<file path="src/rtl/data_island_packet_scheduler.sv">
// HDMI data-island slot scheduler: fixed-priority grant of ACR/sample/InfoFrame/null per slot.
// Optional SPD InfoFrame support is enabled by defining HDMI_SPD_PACKET_EN.
module data_island_packet_scheduler #(
  parameter int PACKET_CYCLES    = 32,
  parameter int SAMPLE_BURST_MAX = 4,
  parameter int INFOFRAME_PERIOD = 1
) (
  input  logic       clk_pixel_i,
  input  logic       reset_n_i,
  input  logic       slot_start_i,
  input  logic       frame_start_i,
  input  logic       acr_wrap_i,
  input  logic       sample_avail_i,
  output logic       sample_ack_o,
  output logic       pkt_valid_o,
  output logic [7:0] pkt_type_o,
  output logic       acr_overrun_o
);
  localparam int SCW = $clog2(PACKET_CYCLES);
  localparam int BCW = $clog2(SAMPLE_BURST_MAX + 1);
  localparam int FCW = (INFOFRAME_PERIOD > 1) ? $clog2(INFOFRAME_PERIOD) : 1;

  localparam logic [7:0] TYPE_NULL   = 8'h00;
  localparam logic [7:0] TYPE_ACR    = 8'h01;
  localparam logic [7:0] TYPE_SAMPLE = 8'h02;
  localparam logic [7:0] TYPE_AVI    = 8'h82;
  localparam logic [7:0] TYPE_AIF    = 8'h84;
`ifdef HDMI_SPD_PACKET_EN
  localparam logic [7:0] TYPE_SPD    = 8'h83;
`endif

  // state | meaning
  // IDLE  | no slot in flight, a slot_start is granted
  // SEND  | packet on the wire, slot_cnt counts its pixel clocks
  typedef enum logic {IDLE, SEND} state_t;

  state_t           state_q, state_d;
  logic [SCW-1:0]   slot_cnt_q, slot_cnt_d;
  logic [BCW-1:0]   burst_cnt_q, burst_cnt_d;
  logic [FCW-1:0]   frame_cnt_q, frame_cnt_d;
  logic             acr_wrap_q, acr_armed_q;
  logic             acr_pend_q, acr_pend_d;
  logic             avi_pend_q, avi_pend_d;
  logic             aif_pend_q, aif_pend_d;
`ifdef HDMI_SPD_PACKET_EN
  logic             spd_pend_q, spd_pend_d;
`endif
  logic             acr_overrun_q, acr_overrun_d;
  logic             sample_ack_q, sample_ack_d;
  logic [7:0]       pkt_type_q, pkt_type_d;
  logic             acr_evt, rearm, slot_last, grant, ifr_pend, sample_ok;

  // The armed flag masks the first cycle after reset while acr_wrap_q picks up the live level.
  assign acr_evt   = acr_armed_q && (acr_wrap_i != acr_wrap_q);
  assign rearm     = frame_start_i && (frame_cnt_q == FCW'(INFOFRAME_PERIOD - 1));
  assign slot_last = (state_q == SEND) && (slot_cnt_q == SCW'(PACKET_CYCLES - 1));
  assign grant     = slot_start_i && ((state_q == IDLE) || slot_last);
`ifdef HDMI_SPD_PACKET_EN
  assign ifr_pend  = avi_pend_q || aif_pend_q || spd_pend_q;
`else
  assign ifr_pend  = avi_pend_q || aif_pend_q;
`endif
  assign sample_ok = sample_avail_i && !((burst_cnt_q == BCW'(SAMPLE_BURST_MAX)) && ifr_pend);

  always_comb begin
    state_d       = state_q;
    slot_cnt_d    = slot_cnt_q;
    burst_cnt_d   = burst_cnt_q;
    frame_cnt_d   = frame_cnt_q;
    acr_pend_d    = acr_pend_q;
    avi_pend_d    = avi_pend_q;
    aif_pend_d    = aif_pend_q;
`ifdef HDMI_SPD_PACKET_EN
    spd_pend_d    = spd_pend_q;
`endif
    acr_overrun_d = acr_overrun_q;
    sample_ack_d  = 1'b0;
    pkt_type_d    = pkt_type_q;

    if (frame_start_i) begin
      frame_cnt_d = rearm ? '0 : frame_cnt_q + FCW'(1);
    end

    case (state_q)
      IDLE: if (grant) begin
        state_d    = SEND;
        slot_cnt_d = '0;
      end
      SEND: begin
        if (slot_last) begin
          state_d    = grant ? SEND : IDLE;
          slot_cnt_d = '0;
        end else begin
          slot_cnt_d = slot_cnt_q + SCW'(1);
        end
      end
      default: state_d = IDLE;
    endcase

    if (grant) begin
      burst_cnt_d = '0;
      if (acr_pend_q) begin
        pkt_type_d = TYPE_ACR;
        acr_pend_d = 1'b0;
      end else if (sample_ok) begin
        pkt_type_d   = TYPE_SAMPLE;
        sample_ack_d = 1'b1;
        burst_cnt_d  = (burst_cnt_q == BCW'(SAMPLE_BURST_MAX)) ? burst_cnt_q
                                                               : burst_cnt_q + BCW'(1);
      end else if (avi_pend_q) begin
        pkt_type_d = TYPE_AVI;
        avi_pend_d = 1'b0;
      end else if (aif_pend_q) begin
        pkt_type_d = TYPE_AIF;
        aif_pend_d = 1'b0;
`ifdef HDMI_SPD_PACKET_EN
      end else if (spd_pend_q) begin
        pkt_type_d = TYPE_SPD;
        spd_pend_d = 1'b0;
`endif
      end else begin
        pkt_type_d = TYPE_NULL;
      end
    end

    // Set events land after the grant clears so a coincident set wins.
    if (acr_evt) begin
      acr_pend_d = 1'b1;
      if (acr_pend_q && !grant) acr_overrun_d = 1'b1;
    end
    if (rearm) begin
      avi_pend_d = 1'b1;
      aif_pend_d = 1'b1;
`ifdef HDMI_SPD_PACKET_EN
      spd_pend_d = 1'b1;
`endif
    end
  end

  always_ff @(posedge clk_pixel_i or negedge reset_n_i) begin
    if (!reset_n_i) begin
      state_q       <= IDLE;
      slot_cnt_q    <= '0;
      burst_cnt_q   <= '0;
      frame_cnt_q   <= '0;
      acr_wrap_q    <= 1'b0;
      acr_armed_q   <= 1'b0;
      acr_pend_q    <= 1'b0;
      avi_pend_q    <= 1'b1;
      aif_pend_q    <= 1'b1;
`ifdef HDMI_SPD_PACKET_EN
      spd_pend_q    <= 1'b1;
`endif
      acr_overrun_q <= 1'b0;
      sample_ack_q  <= 1'b0;
      pkt_type_q    <= TYPE_NULL;
    end else begin
      state_q       <= state_d;
      slot_cnt_q    <= slot_cnt_d;
      burst_cnt_q   <= burst_cnt_d;
      frame_cnt_q   <= frame_cnt_d;
      acr_wrap_q    <= acr_wrap_i;
      acr_armed_q   <= 1'b1;
      acr_pend_q    <= acr_pend_d;
      avi_pend_q    <= avi_pend_d;
      aif_pend_q    <= aif_pend_d;
`ifdef HDMI_SPD_PACKET_EN
      spd_pend_q    <= spd_pend_d;
`endif
      acr_overrun_q <= acr_overrun_d;
      sample_ack_q  <= sample_ack_d;
      pkt_type_q    <= pkt_type_d;
    end
  end

  assign pkt_valid_o   = (state_q == SEND);
  assign pkt_type_o    = pkt_type_q;
  assign sample_ack_o  = sample_ack_q;
  assign acr_overrun_o = acr_overrun_q;

endmodule
</file>
<file path="config.mk">
export PLATFORM = sky130hd
export DESIGN_NAME = data_island_packet_scheduler
export DESIGN_NICKNAME = d
export VERILOG_FILES = /design/src/rtl/data_island_packet_scheduler.sv
export SDC_FILE = /design/constraint.sdc
export NUM_CORES = 1
export LEC_CHECK = 0
export CELL_PAD_IN_SITES_DETAIL_PLACEMENT = 0
export CELL_PAD_IN_SITES_GLOBAL_PLACEMENT = 2
export CORE_ASPECT_RATIO = 0.9
export CORE_MARGIN = 5
export CORE_UTILIZATION = 39
export CTS_CLUSTER_DIAMETER = 30
export DETAILED_ROUTE_END_ITERATION = 8
export DONT_BUFFER_PORTS = 1
export PLACE_DENSITY = 0.81
export SLEW_MARGIN = 20
export SYNTH_ARGS = -nofsm -noshare
export SYNTH_HDL_FRONTEND = slang
export SYNTH_SLANG_ARGS = --single-unit
export TNS_END_PERCENT = 100
</file>
<file path="constraint.sdc">
create_clock -name clk_pixel_i -period 2.3 [get_ports clk_pixel_i]
set_input_delay 0.46 -clock clk_pixel_i [delete_from_list [all_inputs] [get_ports clk_pixel_i]]
set_output_delay 0.46 -clock clk_pixel_i [all_outputs]
set_load 0.1 [all_outputs]
</file>
---- Word-level counts from Yosys, hierarchy flattened ----
Index checks and enable logic that the tools add are counted.
word-level totals
  word-level logic and storage cells ...... 70
  output and inout bits ................... 11
  input bits .............................. 6
  register bits after elaboration ......... 25
cells by class
  muxes and demuxes ....................... 28
  eq/ne operators ......................... 8
  bitwise logic cells ..................... 2
  reduce and logical (&&, ||, !) cells .... 17
  add/sub/neg operators ................... 3
operators by type and width
  operator                                                number
  2-to-1 mux 8 bit                                        4
  2-to-1 mux 1 bit                                        17
  2-to-1 mux 5 bit                                        2
  one-hot mux 5 bit (2 select lines)                      1
  2-to-1 mux 3 bit                                        3
  logical AND 1 bit                                       7
  adder 5 x 1 -> 5 bit (second input constant)            1
  == test 5 bit (second input constant)                   1
  inequality test 2 x 1 -> 1 bit (second input constant)  2
  inequality test 2 bit (second input constant)           2
  AND reduction 2 bit                                     2
  AND reduction 4 bit                                     1
  nonzero test 2 bit                                      2
  adder 3 x 1 -> 3 bit (second input constant)            1
  == test 3 bit (second input constant)                   1
  inequality test 3 bit (second input constant)           1
  AND reduction 3 bit                                     1
  logical NOT 1 bit                                       2
  logical OR 1 bit                                        2
  inverter 1 bit                                          2
  one-hot mux 1 bit (2 select lines)                      1
  adder 1 bit (second input constant)                     1
  inequality test 1 bit                                   1

---- Longest topological paths before layout ----
  depth in word-level cells ............... 8
  depth in mapped cells ................... 6
  depth with buffers taken out ............ 6

---- Worst setup path before layout ----
OpenSTA, ideal clock, no wires.
  path type ............................... reg-to-reg
  start ................................... register state_q (netlist: pkt_valid_o)
  end ..................................... register pkt_type_q[7] (netlist: pkt_type_o[7])
  buffers on the path ..................... 0
  period minus slack after synthesis ...... 1.757 ns
  library setup time ...................... 0.126 ns
  slack ................................... 0.543 ns
  cell stages (with the launch flop) ...... 4
  required time ........................... 2.174 ns
  arrival ................................. 1.631 ns
  cells stage by stage .................... dfrtp_1 and2b_4 nor2_4 mux2_4
on the way
  word-level cells in the longest chain between the ends .. 3
  elaborated cells on any way between the ends .. 4
  those cells by class .................... bitwise: 1; reduce/logical: 3
ends and longest elaborated chain
  item                                                        RTL line  source
  from (decl)                                                 37        state_t state_q, state_d;
  from (signal assigned)                                      158       state_q <= state_d;
  logical AND 1 bit / inverter 1 bit (equally long branches)  -
  logical OR 1 bit (*)                                        57        assign grant = slot_start_i && ((state_q == IDLE) || slot_last);
  logical AND 1 bit (*)                                       57
  to (signal assigned)                                        172       pkt_type_q <= pkt_type_d;
  to (decl)                                                   50        logic [7:0] pkt_type_q, pkt_type_d;
Mark *: on every way between the ends. The rest lies on a longest branch, timed or not.
A chain may end at the register's enable or synchronous reset.

---- Worst setup path after layout ----
  start ................................... register slot_cnt_q[0]
  end ..................................... register pkt_type_q[0] (netlist: pkt_type_o[0])
on the way
  word-level cells in the longest chain between the ends .. 4
ends and longest elaborated chain
  item                    RTL line  source
  from (decl)             38        logic [SCW-1:0] slot_cnt_q, slot_cnt_d;
  from (signal assigned)  159       slot_cnt_q <= slot_cnt_d;
  == test 5 bit           56        assign slot_last = (state_q == SEND) && (slot_cnt_q == SCW'(PACKET_CYCLES - 1));
  logical AND 1 bit       56
  logical OR 1 bit        57
  logical AND 1 bit       57
No other way between the ends.

==> impl_metrics.tcl <==
set metrics [dict create \
    cts.sinks 21 \
    worst_slew_pin_slew_ns 0.909 \
    finalNonFillerCells 129 \
    latest_clock_arrival_within_the_worst_skew_pair_ns 0.30 \
    syn_inst 95 \
    floorplan.die_area_um2 3830 \
    pre_cts_slack_ns 0.491 \
    max_clock_freq_ghz 0.553 \
    detail_route.wirelength_mm 1.76 \
    setup-violations-final 0 \
    p_sw_uw 565 \
    antenna_left 0 \
    critPathLaunchType "flip-flop" \
    fp-row-count 17 \
    p_seq_share_pct 52.8 \
    tritoncts_clock_tree "done" \
    overall_power_after_layout_uw 1270 \
    cts_max_path_buffers 2 \
    power_density_nw_per_um2 1140 \
    sequential_area_um2 528 \
    post_drt_via_cell_ratio 5.23 \
    syn-mean-instance-area_um2 11.0 \
    placedCellCount 124 \
    min_period_over_period_pct 78.7 \
    setup.reg_to_reg.worst_slack_ns 0.49 \
    synth_enable_flop_cells 0 \
    numCtsBuffers 3 \
    grt_max_degree 22 \
    yosys.area.top_type_share_pct 45.3 \
    most_used_flip_flop_cell_after_synthesis "dfrtp_1" \
    htree_levels 1 \
    most-common-layout-cells "dfrtp_1, nand2_1, inv_1, o21ai_0, conb_1" \
    fp.dieW_um 64.7 \
    drc_errors 0 \
    synth.cell_area_um2 1050 \
    timing.final.crit_period_ns 1.81 \
    num_vias 675 \
    fill_cells 239 \
    hold_path_class "in -> async" \
    flow.area_growth_from_synthesis_pct 5.97 \
    worst_clock_skew_ns 0.00246 \
    max-slew-margin-rel_pct 39.4 \
    yosys_warnings 0 \
    netlist.top_cell.by_area "dfrtp_1" \
    rsz0062_at_grt "no" \
    run_status "finished, final reports clean" \
    vdd_drop_max_v 0.000571 \
    initialDrtViolationCount 9 \
    multiInputGateArea_um2 465 \
    average_detailed_routed_wire_length_per_instance_um 13.7 \
    place.port_buffers 0 \
    yosysUniqueCellTypes 37 \
    grt_pass1_vias 685 \
    layout-drive-gt1-share_pct 17.8 \
    grt_antenna_before_repair 0 \
    finish.net_count 112 \
    grt_pass1_wl_mm 3.15 \
    end_kind "flip-flop" \
    grt_remaining_overflow 0 \
    clk_pin_slew_ns 0.11 \
    core_um2 2510 \
    power.switching_fraction_pct 44.5 \
    power.clock.fraction_pct 13.7 \
    async_reset_ff_share_pct 100 \
    timing.setup.critical_path_class "reg -> reg" \
    hpwl_mm 1.37 \
    worst_ep_required_time_ns 2.50 \
    synth_xor_xnor_area_share_pct 2.51 \
    finalCoreUtilization_pct 44.3 \
    timing.max_cap.violations 0 \
    layout_setup_ws_ns 0.491 \
    setup_tns_ns 0 \
    ys_ff_latch 21 \
    1st_pass_router_iterations 4 \
    power.combinational.fraction_pct 33.5 \
    power_report.internal_total_uw 705 \
    worst-path-max-fanout 6 \
    static-leakage-power_uw 0.000490 \
    critPathArrivalTime_ns 2.00 \
    initial_core_util_pct 41.8 \
    multiplexer_fraction_of_the_synthesized_cell_area_pct 2.86 \
    globalplace.congestion 0.753 \
    ctsRootBufferMaster "clkbuf_4" \
    post_cts_buffers 0 \
    grt_util_all_layers_pct 10.6 \
    total_i_o_pin_count 17 \
    synth.yosys.seq_area_share_pct 50.4 \
    yosys.area_share.adder_pct 4.77 \
    synth_compound_area_share_pct 13.8 \
    layout.cells.most_common "dfrtp_1" \
    maxSlewViolCount 0 \
    hold_viol 0 \
    synth-simple-area-share_pct 18.6 \
    num_antenna_cells 0 \
    die_h_um 59.2 \
    main_combinational_cell_family_by_area_after_synthesis "simple AND/OR/NAND/NOR gates" \
    top_post_synthesis_cells_by_area "dfrtp_1, dfstp_2, ha_1" \
]
power groups by stage:
stage               clock, uW  sequential, uW  combinational [uW]
finish                    174             671                 425
global route              200             689                 489
CTS                       183             670                 434
detailed placement          0             676                 426
global placement            0             676                 423
floorplan                   0             701                 326
kinds of logic (layout without fill, tap and decap cells):
logic type | Yosys count | count (layout)
muxes | 2 | 2
DFF | 21 | 21
adders and majority gates | 4 | 4
and+or+nand+nor | 31 | 31
buffers and inverters | 12 | 15
AOI/OAI and AO/OA | 20 | 20
other | 2 | 5
xor gates and xnor gates | 3 | 3
metal layers:
metal  global-route usage (%)  share of wire [%]  up-vias
li1                         -                  -      343
met2                     16.3                 48        9
met5                        0                  0        -
met3                     2.09                3.7        2
met1                     14.6                 47      321
met4                     4.52               0.57        0
worst max-delay path, cell delays in order, from the launching register on:
cell      delay [ns]
dfrtp_1         0.43
ha_1            0.23
and3_1          0.15
ha_1            0.22
nand2b_2        0.23
nand2_2         0.15
mux2_4          0.31
timing repair:
| action | CTS | global route |
|---|---|---|
| gates resized for setup | 0 | 0 |
| endpoints found under the hold margin | 21 | 0 |
| hold buffers | 1 | 0 |
final timing paths:
check                              start       endpoint  depth (start not counted)
setup / recovery           slot_cnt_q[0]  pkt_type_o[0]                          6
hold / removal                 reset_n_i  slot_cnt_q[1]                          1
setup reg to reg           slot_cnt_q[0]  pkt_type_o[0]                          6
hold reg to reg              acr_armed_q     acr_pend_q                          1
max in group asynchronous      reset_n_i     aif_pend_q                          1
min in group clk_pixel_i      acr_wrap_i     acr_wrap_q                          0
cells in the mapped netlist, types with 3 or more instances:
cell type / number
ha_1: 4
dfrtp_1: 19
nor2_1: 3
nand4_1: 3
nand2_1: 7
xor2_1: 3
nor2b_1: 3
buf_4: 5
inv_1: 6
o21ai_0: 5
nand3_1: 4
cell type report:
class                   instances  share of cell area [%]
multi-input cells              65                    41.9
clock buffers                   4                    2.36
flip-flops and latches         21                    47.5
repair buffers                  4                    2.48
well taps                      28                    3.15
inverters                       7                    2.59
registers in the layout, summed over array words and instances, names as in the netlist:
register	cells
slot_cnt_q	5
pkt_type_o	4
burst_cnt_q	3
acr_armed_q	1
acr_overrun_o	1
acr_pend_q	1
acr_wrap_q	1
aif_pend_q	1
avi_pend_q	1
frame_cnt_q	1
pkt_valid_o	1
sample_ack_o	1
per-stage QoR:
step	cell area, um2	hold WS [ns]
floorplan	1060	0.164
global placement	1080	0.165
detailed placement	1080	0.165
CTS	1120	0.168
global route	1110	0.125
finish	1110	0.0935
(Power assumes the default switching activity.)
